## src/rtl/tetris_line_clear.sv

```systemverilog
// Line-clear engine: scans the playfield bottom-up, drops full rows, compacts the
// remaining rows downward and zero-fills the top, keeping a saturating line total.
module tetris_line_clear #(
    parameter int ROWS = 20,
    parameter int COLS = 10
) (
    input  logic                 clk,
    input  logic                 rst,
    input  logic                 start,
    input  logic [ROWS*COLS-1:0] board_in,
    output logic                 busy,
    output logic                 done,
    output logic [ROWS*COLS-1:0] board_out,
    output logic [4:0]           lines_cleared,
    output logic [9:0]           total_lines
);

    localparam int AW = $clog2(ROWS);
    localparam int PW = AW + 1;

    typedef enum logic [1:0] {IDLE, SCAN, FILL, DONE} state_t;

    state_t                 state, state_d;
    logic [COLS-1:0]        work   [ROWS];
    logic [COLS-1:0]        work_d [ROWS];
    logic signed [PW-1:0]   rd, rd_d, wr, wr_d;
    logic [4:0]             n, n_d;
    logic                   row_full;
    logic [ROWS*COLS-1:0]   work_flat;
    logic [10:0]            total_sum;
    logic                   finishing;

    // NOTE: every variable gets its hold value first so no path can infer a latch.
    always_comb begin
        state_d  = state;
        rd_d     = rd;
        wr_d     = wr;
        n_d      = n;
        work_d   = work;
        row_full = &work[rd[AW-1:0]];
        case (state)
            IDLE: begin
                if (start) begin
                    for (int r = 0; r < ROWS; r++) work_d[r] = board_in[COLS*r +: COLS];
                    rd_d    = PW'(ROWS - 1);
                    wr_d    = PW'(ROWS - 1);
                    n_d     = '0;
                    state_d = SCAN;
                end
            end
            SCAN: begin
                // wr never drops below rd, so the in-place copy only overwrites rows already read.
                if (row_full) begin
                    n_d = n + 5'd1;
                end else begin
                    work_d[wr[AW-1:0]] = work[rd[AW-1:0]];
                    wr_d = wr - PW'(1);
                end
                rd_d = rd - PW'(1);
                if (rd == '0) state_d = (n_d == '0) ? DONE : FILL;
            end
            FILL: begin
                work_d[wr[AW-1:0]] = '0;
                wr_d = wr - PW'(1);
                if (wr == '0) state_d = DONE;
            end
            DONE: state_d = IDLE;
            default: state_d = IDLE;
        endcase
    end

    always_comb begin
        work_flat = '0;
        for (int r = 0; r < ROWS; r++) work_flat[COLS*r +: COLS] = work_d[r];
    end

    // Results are loaded on the edge entering DONE so they are valid alongside done.
    assign finishing = (state == SCAN || state == FILL) && state_d == DONE;
    assign total_sum = {1'b0, total_lines} + {6'b0, n_d};

    // NOTE: the working board is reset too, since an aborted pass must leave nothing behind.
    always_ff @(posedge clk or posedge rst) begin
        if (rst) begin
            state         <= IDLE;
            rd            <= '0;
            wr            <= '0;
            n             <= '0;
            work          <= '{default: '0};
            board_out     <= '0;
            lines_cleared <= '0;
            total_lines   <= '0;
        end else begin
            state <= state_d;
            rd    <= rd_d;
            wr    <= wr_d;
            n     <= n_d;
            work  <= work_d;
            if (finishing) begin
                board_out     <= work_flat;
                lines_cleared <= n_d;
                total_lines   <= (total_sum > 11'd1023) ? 10'h3FF : total_sum[9:0];
            end
        end
    end

    assign busy = (state != IDLE);
    assign done = (state == DONE);

endmodule

```

## config.mk

```make
export PLATFORM = sky130hd
export DESIGN_NAME = tetris_line_clear
export DESIGN_NICKNAME = d
export VERILOG_FILES = /design/src/rtl/tetris_line_clear.sv
export SDC_FILE = /design/constraint.sdc
export NUM_CORES = 1
export LEC_CHECK = 0
export ABC_CLOCK_PERIOD_IN_PS = 19800
export CAP_MARGIN = 25
export CORE_AREA = 8 8 242 244
export CTS_BUF_LIST = sky130_fd_sc_hd__clkbuf_16
export CTS_CLUSTER_DIAMETER = 30
export DETAILED_ROUTE_END_ITERATION = 7
export DIE_AREA = 0 0 250 252
export GPL_TIMING_DRIVEN = 0
export SYNTH_ARGS = -nofsm -noshare
export SYNTH_HDL_FRONTEND = slang
export SYNTH_SLANG_ARGS = --single-unit
export TNS_END_PERCENT = 30
```

## constraint.sdc

```tcl
create_clock -name clk -period 19.8 [get_ports clk]
set_input_delay 3.96 -clock clk [delete_from_list [all_inputs] [get_ports clk]]
set_output_delay 3.96 -clock clk [all_outputs]
set_load 0.02 [all_outputs]
```

==> tab_implementation.tex <==
\begin{tabular}{lr}
\hline
Metric & Value \\
\hline
\multicolumn{2}{l}{\textbf{Clock network}} \\
\quad Number of sinks handled by clock tree synthesis & 434 \\
\quad Clock root buffer & sky130\_fd\_sc\_hd\_\_clkbuf\_16 \\
\quad Clock Path Buffers & 3 \\
\quad Gates resized, CTS repair & 0 \\
\quad Clock-pin slew on the worst setup and hold paths & 0.05 ns \\
\quad CTS hold repair buffers & 0 \\
\quad H-tree levels & 3 \\
\quad Post-CTS setup-driven buffer insertion count & 0 \\
\quad CTS tree & built \\
\quad Clock latency of the later-clocked register in the worst-skew pair & 0.65 ns \\
\quad Cts bufs inserted & 97 \\
\multicolumn{2}{l}{\textbf{Floorplanning}} \\
\quad Die X-Extent & 250 um \\
\quad Num rows & 86 \\
\quad Die height & 252 um \\
\quad Placeable core region & 54,700 um2 \\
\quad Area enclosed by the die boundary & 63,000 um2 \\
\quad I/O Pins & 420 \\
\quad Starting density of the core & 38.7\% \\
\multicolumn{2}{l}{\textbf{Timing}} \\
\quad Actual transition at the worst max-transition pin & 1.07 ns \\
\quad Worst rel slew slack & 28.6\% \\
\quad Total Neg Setup Slack & 0 ns \\
\quad Period utilization & 38.4\% \\
\quad Final-report setup violation count & 0 \\
\quad Max Clk Rate & 132 MHz \\
\quad Final hold viol count & 0 \\
\quad Shortest period the worst path allows & 7.60 ns \\
\quad Unrepaired setup endpoints after global routing & false \\
\quad Minimum hold slack & 0.484 ns \\
\quad Number of pins with negative max-slew slack in the final report & 0 \\
\quad Final worst clock skew & 0.0178 ns \\
\multicolumn{2}{l}{\textbf{Cells and area}} \\
\quad Number of standard cells in the layout, taps in and fillers out & 3,155 \\
\quad Finished Core Util & 54.3\% \\
\quad Post-route cell area & 29,700 um2 \\
\quad Number of nets in the layout & 2,589 \\
\quad Area grow syn2layout & 40.3\% \\
\quad Fraction of layout instances using a drive strength above 1 & 18.7\% \\
\quad Most common library cell in the layout ignoring fill and taps & sky130\_fd\_sc\_hd\_\_dfrtp\_1 \\
\quad Commonest cells after routing, fill and taps aside & 434 x sky130\_fd\_sc\_hd\_\_dfrtp\_1, 419 x sky130\_fd\_sc\_hd\_\_clkdlybuf4s50\_1, 193 x sky130\_fd\_sc\_hd\_\_mux2\_2 \\
\multicolumn{2}{l}{\textbf{Detailed routing}} \\
\quad Routed length per instance & 31.3 um \\
\quad Antenna violation net count after detailed routing & 0 \\
\quad Detailed-route via count & 19,070 \\
\quad Vias per Instance & 6.04 \\
\quad DRT Wirelength & 98,600 um \\
\quad Router iterations before antenna repair & 6 \\
\quad Drt initial violations & 2,001 \\
\quad Post-route DRC violation count & 0 \\
\multicolumn{2}{l}{\textbf{Synth}} \\
\quad Number of cells produced by synthesis & 1,839 \\
\quad Post-synthesis cell type with the largest combined area & sky130\_fd\_sc\_hd\_\_dfrtp\_1 \\
\quad Top cells by area in the synthesized netlist & sky130\_fd\_sc\_hd\_\_dfrtp\_1 51\%, sky130\_fd\_sc\_hd\_\_mux2\_2 10\%, sky130\_fd\_sc\_hd\_\_a221o\_1 6.5\%, sky130\_fd\_sc\_hd\_\_nand2\_1 2.6\%, sky130\_fd\_sc\_hd\_\_a21oi\_1 2.4\% \\
\quad Ys Warns & 0 \\
\quad Number of flip-flops and latches in the synthesized netlist & 434 \\
\quad Netlist Area Pre-Place & 21,100 um2 \\
\quad Number of flops mapped to enable cells by yosys & 0 \\
\quad Share of the synthesized area in compound gates (AO/OA/AOI/OAI) & 17.0\% \\
\quad Synthesized Nets & 2,059 \\
\quad Simple-Gate Fraction of Synth Area & 11.3\% \\
\quad Post-synth top flop & sky130\_fd\_sc\_hd\_\_dfrtp\_1 \\
\quad Combinational family with the most area after synthesis & compound AO/OA/AOI/OAI gates \\
\quad Unique cell type count in the Yosys netlist & 73 \\
\quad Mean area per synthesized cell & 11.5 um2 \\
\quad Xor and xnor area share after synthesis & 0.166\% \\
\quad Part of the Yosys area used for sequential elements & 51.4\% \\
\quad Async SR Flop Fraction & 100\% \\
\quad Mux contribution to synthesized area & 15.6\% \\
\quad Adder and majority cell fraction of the synthesized area & 1.04\% \\
\quad Fraction of post-synthesis cell area in the top cell type by area & 51.4\% \\
\multicolumn{2}{l}{\textbf{Worst setup path}} \\
\quad Most Frequent Cell on Critical Path & sky130\_fd\_sc\_hd\_\_clkbuf\_1 \\
\quad Largest incremental delay on the critical path & 0.70 ns \\
\quad Crit-path leading delay family & buffers and inverters \\
\quad Count of buffering cells on the critical path with inverters included & 5 \\
\quad Kind of start point of the critical path & input port \\
\quad CP max FO & 10 \\
\quad Chain of cells forming the critical path & clkdlybuf4s50\_1 -> clkbuf\_1 -> nand2\_1 -> nor2\_1 -> clkbuf\_1 -> clkbuf\_1 -> clkbuf\_1 -> nand2\_1 -> o21ai\_0 -> mux2\_2 \\
\quad Slowest library cell on the worst path & sky130\_fd\_sc\_hd\_\_clkbuf\_1 \\
\quad Setup crit end kind & flop \\
\quad Required time at the worst-slack endpoint & 20.38 ns \\
\quad Startpoint-to-endpoint class of the critical path & in -> reg \\
\quad Worst path arrival time & 8.18 ns \\
\multicolumn{2}{l}{\textbf{Hold path}} \\
\quad Worst min-delay path category & reg -> reg \\
\multicolumn{2}{l}{\textbf{Outcome}} \\
\quad Status & finished clean \\
\multicolumn{2}{l}{\textbf{Placed design}} \\
\quad Port Buf Inserts & 419 \\
\quad Total placed instance area & 26,400 um2 \\
\quad Final GP Congestion & 0.972 \\
\quad Placed Instances & 2,973 \\
\quad DP Wirelength & 74,600 um \\
\multicolumn{2}{l}{\textbf{Power}} \\
\quad Power per unit of standard cell area & 166 nW/um2 \\
\quad Leakage power summed over all cells & 0.0132 uW \\
\quad Maximum VDD drop & 0.0707 mV \\
\multicolumn{2}{l}{\textbf{GRT}} \\
\quad Remaining global-route overflow & 0 \\
\quad Wire length of the first global-routing pass & 141,000 um \\
\quad Pin count of the biggest net entering global routing & 122 \\
\quad Antenna violations before repair & 3 \\
\quad Total global-route track usage & 30.4\% \\
\quad Number of global-route vias before repair & 19,767 \\
\multicolumn{2}{l}{\textbf{Job}} \\
\quad Number of max-cap violations & 0 \\
\hline
\end{tabular}
[metal layers]
| metal | track usage [%] | vias to the layer above | wire length [um] |
|---|---|---|---|
| li1 | - | 8030 | - |
| met1 | 40.0 | 9695 | 40900 |
| met2 | 48.1 | 1154 | 45200 |
| met3 | 7.66 | 191 | 8930 |
| met4 | 11.8 | 0 | 3600 |
| met5 | 0 | - | 0 |
[cell usage after synthesis, drive strengths merged, types with 2 or more instances]
| cell | number |
|---|---|
| a211o | 2 |
| a211oi | 4 |
| a21boi | 4 |
| a21o | 3 |
| a21oi | 109 |
| a221o | 138 |
| a222oi | 9 |
| a22o | 6 |
| a22oi | 20 |
| a31oi | 13 |
| a32oi | 3 |
| a41oi | 2 |
| and2 | 61 |
| and3 | 12 |
| and4b | 3 |
| buf | 55 |
| clkbuf | 71 |
| dfrtp | 434 |
| ha | 16 |
| inv | 30 |
| mux2 | 200 |
| mux2i | 35 |
| mux4 | 28 |
| nand2 | 146 |
| nand2b | 16 |
| nand3 | 28 |
| nand4b | 4 |
| nor2 | 98 |
| nor2b | 21 |
| nor3 | 87 |
| nor4 | 6 |
| o211ai | 19 |
| o21a | 2 |
| o21ai | 96 |
| o21bai | 12 |
| o221ai | 11 |
| o22ai | 3 |
| o2bb2ai | 2 |
| o311ai | 3 |
| o31ai | 4 |
| or2 | 4 |
| or3 | 3 |
| xnor2 | 3 |
[stage by stage]
stage	total power, uW	setup slack, ns
after floorplan	2390	3.75
after global placement	3230	-1.78
after detailed placement	3260	11.50
after CTS	4870	12.18
after global routing	5090	11.99
final	4920	12.20
[tightest hold or removal path, stage by stage, from the launching register on]
cell and delay, ns:
sky130_fd_sc_hd__dfrtp_1 0.34, sky130_fd_sc_hd__nand2_1 0.05, sky130_fd_sc_hd__o21ai_1 0.06
[registers in the layout, summed over array words and instances (netlist names)]
register / flops
total_lines: 10
n: 5
lines_cleared: 5
work: 200
state: 2
board_out: 200
rd: 6
wr: 6
[layout make-up]
class	count	area, um2
fillers	4789	25000
multi-input cells	1249	9520
plain buffers	126	647
well taps	704	881
diodes	2	5.00
inverters	30	120
clock inverters	81	810
clock buffers	98	2450
flip-flops and latches	434	10900
repair buffers	431	4370
[cell families after synthesis]
family	after synthesis
mux	263
simple gates	493
xor+xnor	4
compound gates	472
buf+inv	156
fa+ha+maj	17
flops	434
[path summary, 6_finish.rpt]
check | start | to | slack [ns] | cells past startpoint
setup / recovery | start | board_out[119] | 12.20 | 10
hold / removal | board_out[196] | board_out[196] | 0.48 | 2
setup reg to reg | rd[1] | total_lines[2] | 13.51 | 22
hold reg to reg | board_out[196] | board_out[196] | 0.48 | 2
max in group asynchronous | rst | work[31] | 14.40 | 4
min in group asynchronous | rst | board_out[19] | 3.78 | 2
[power breakdown]
part	internal, uW	leakage, uW	total [uW]	switching, uW
combinational	729	0.00586	1990	1260
sequential	1150	0.00576	1330	184
clock	1050	0.00160	1590	547
Power figures use the tool's default switching activity.
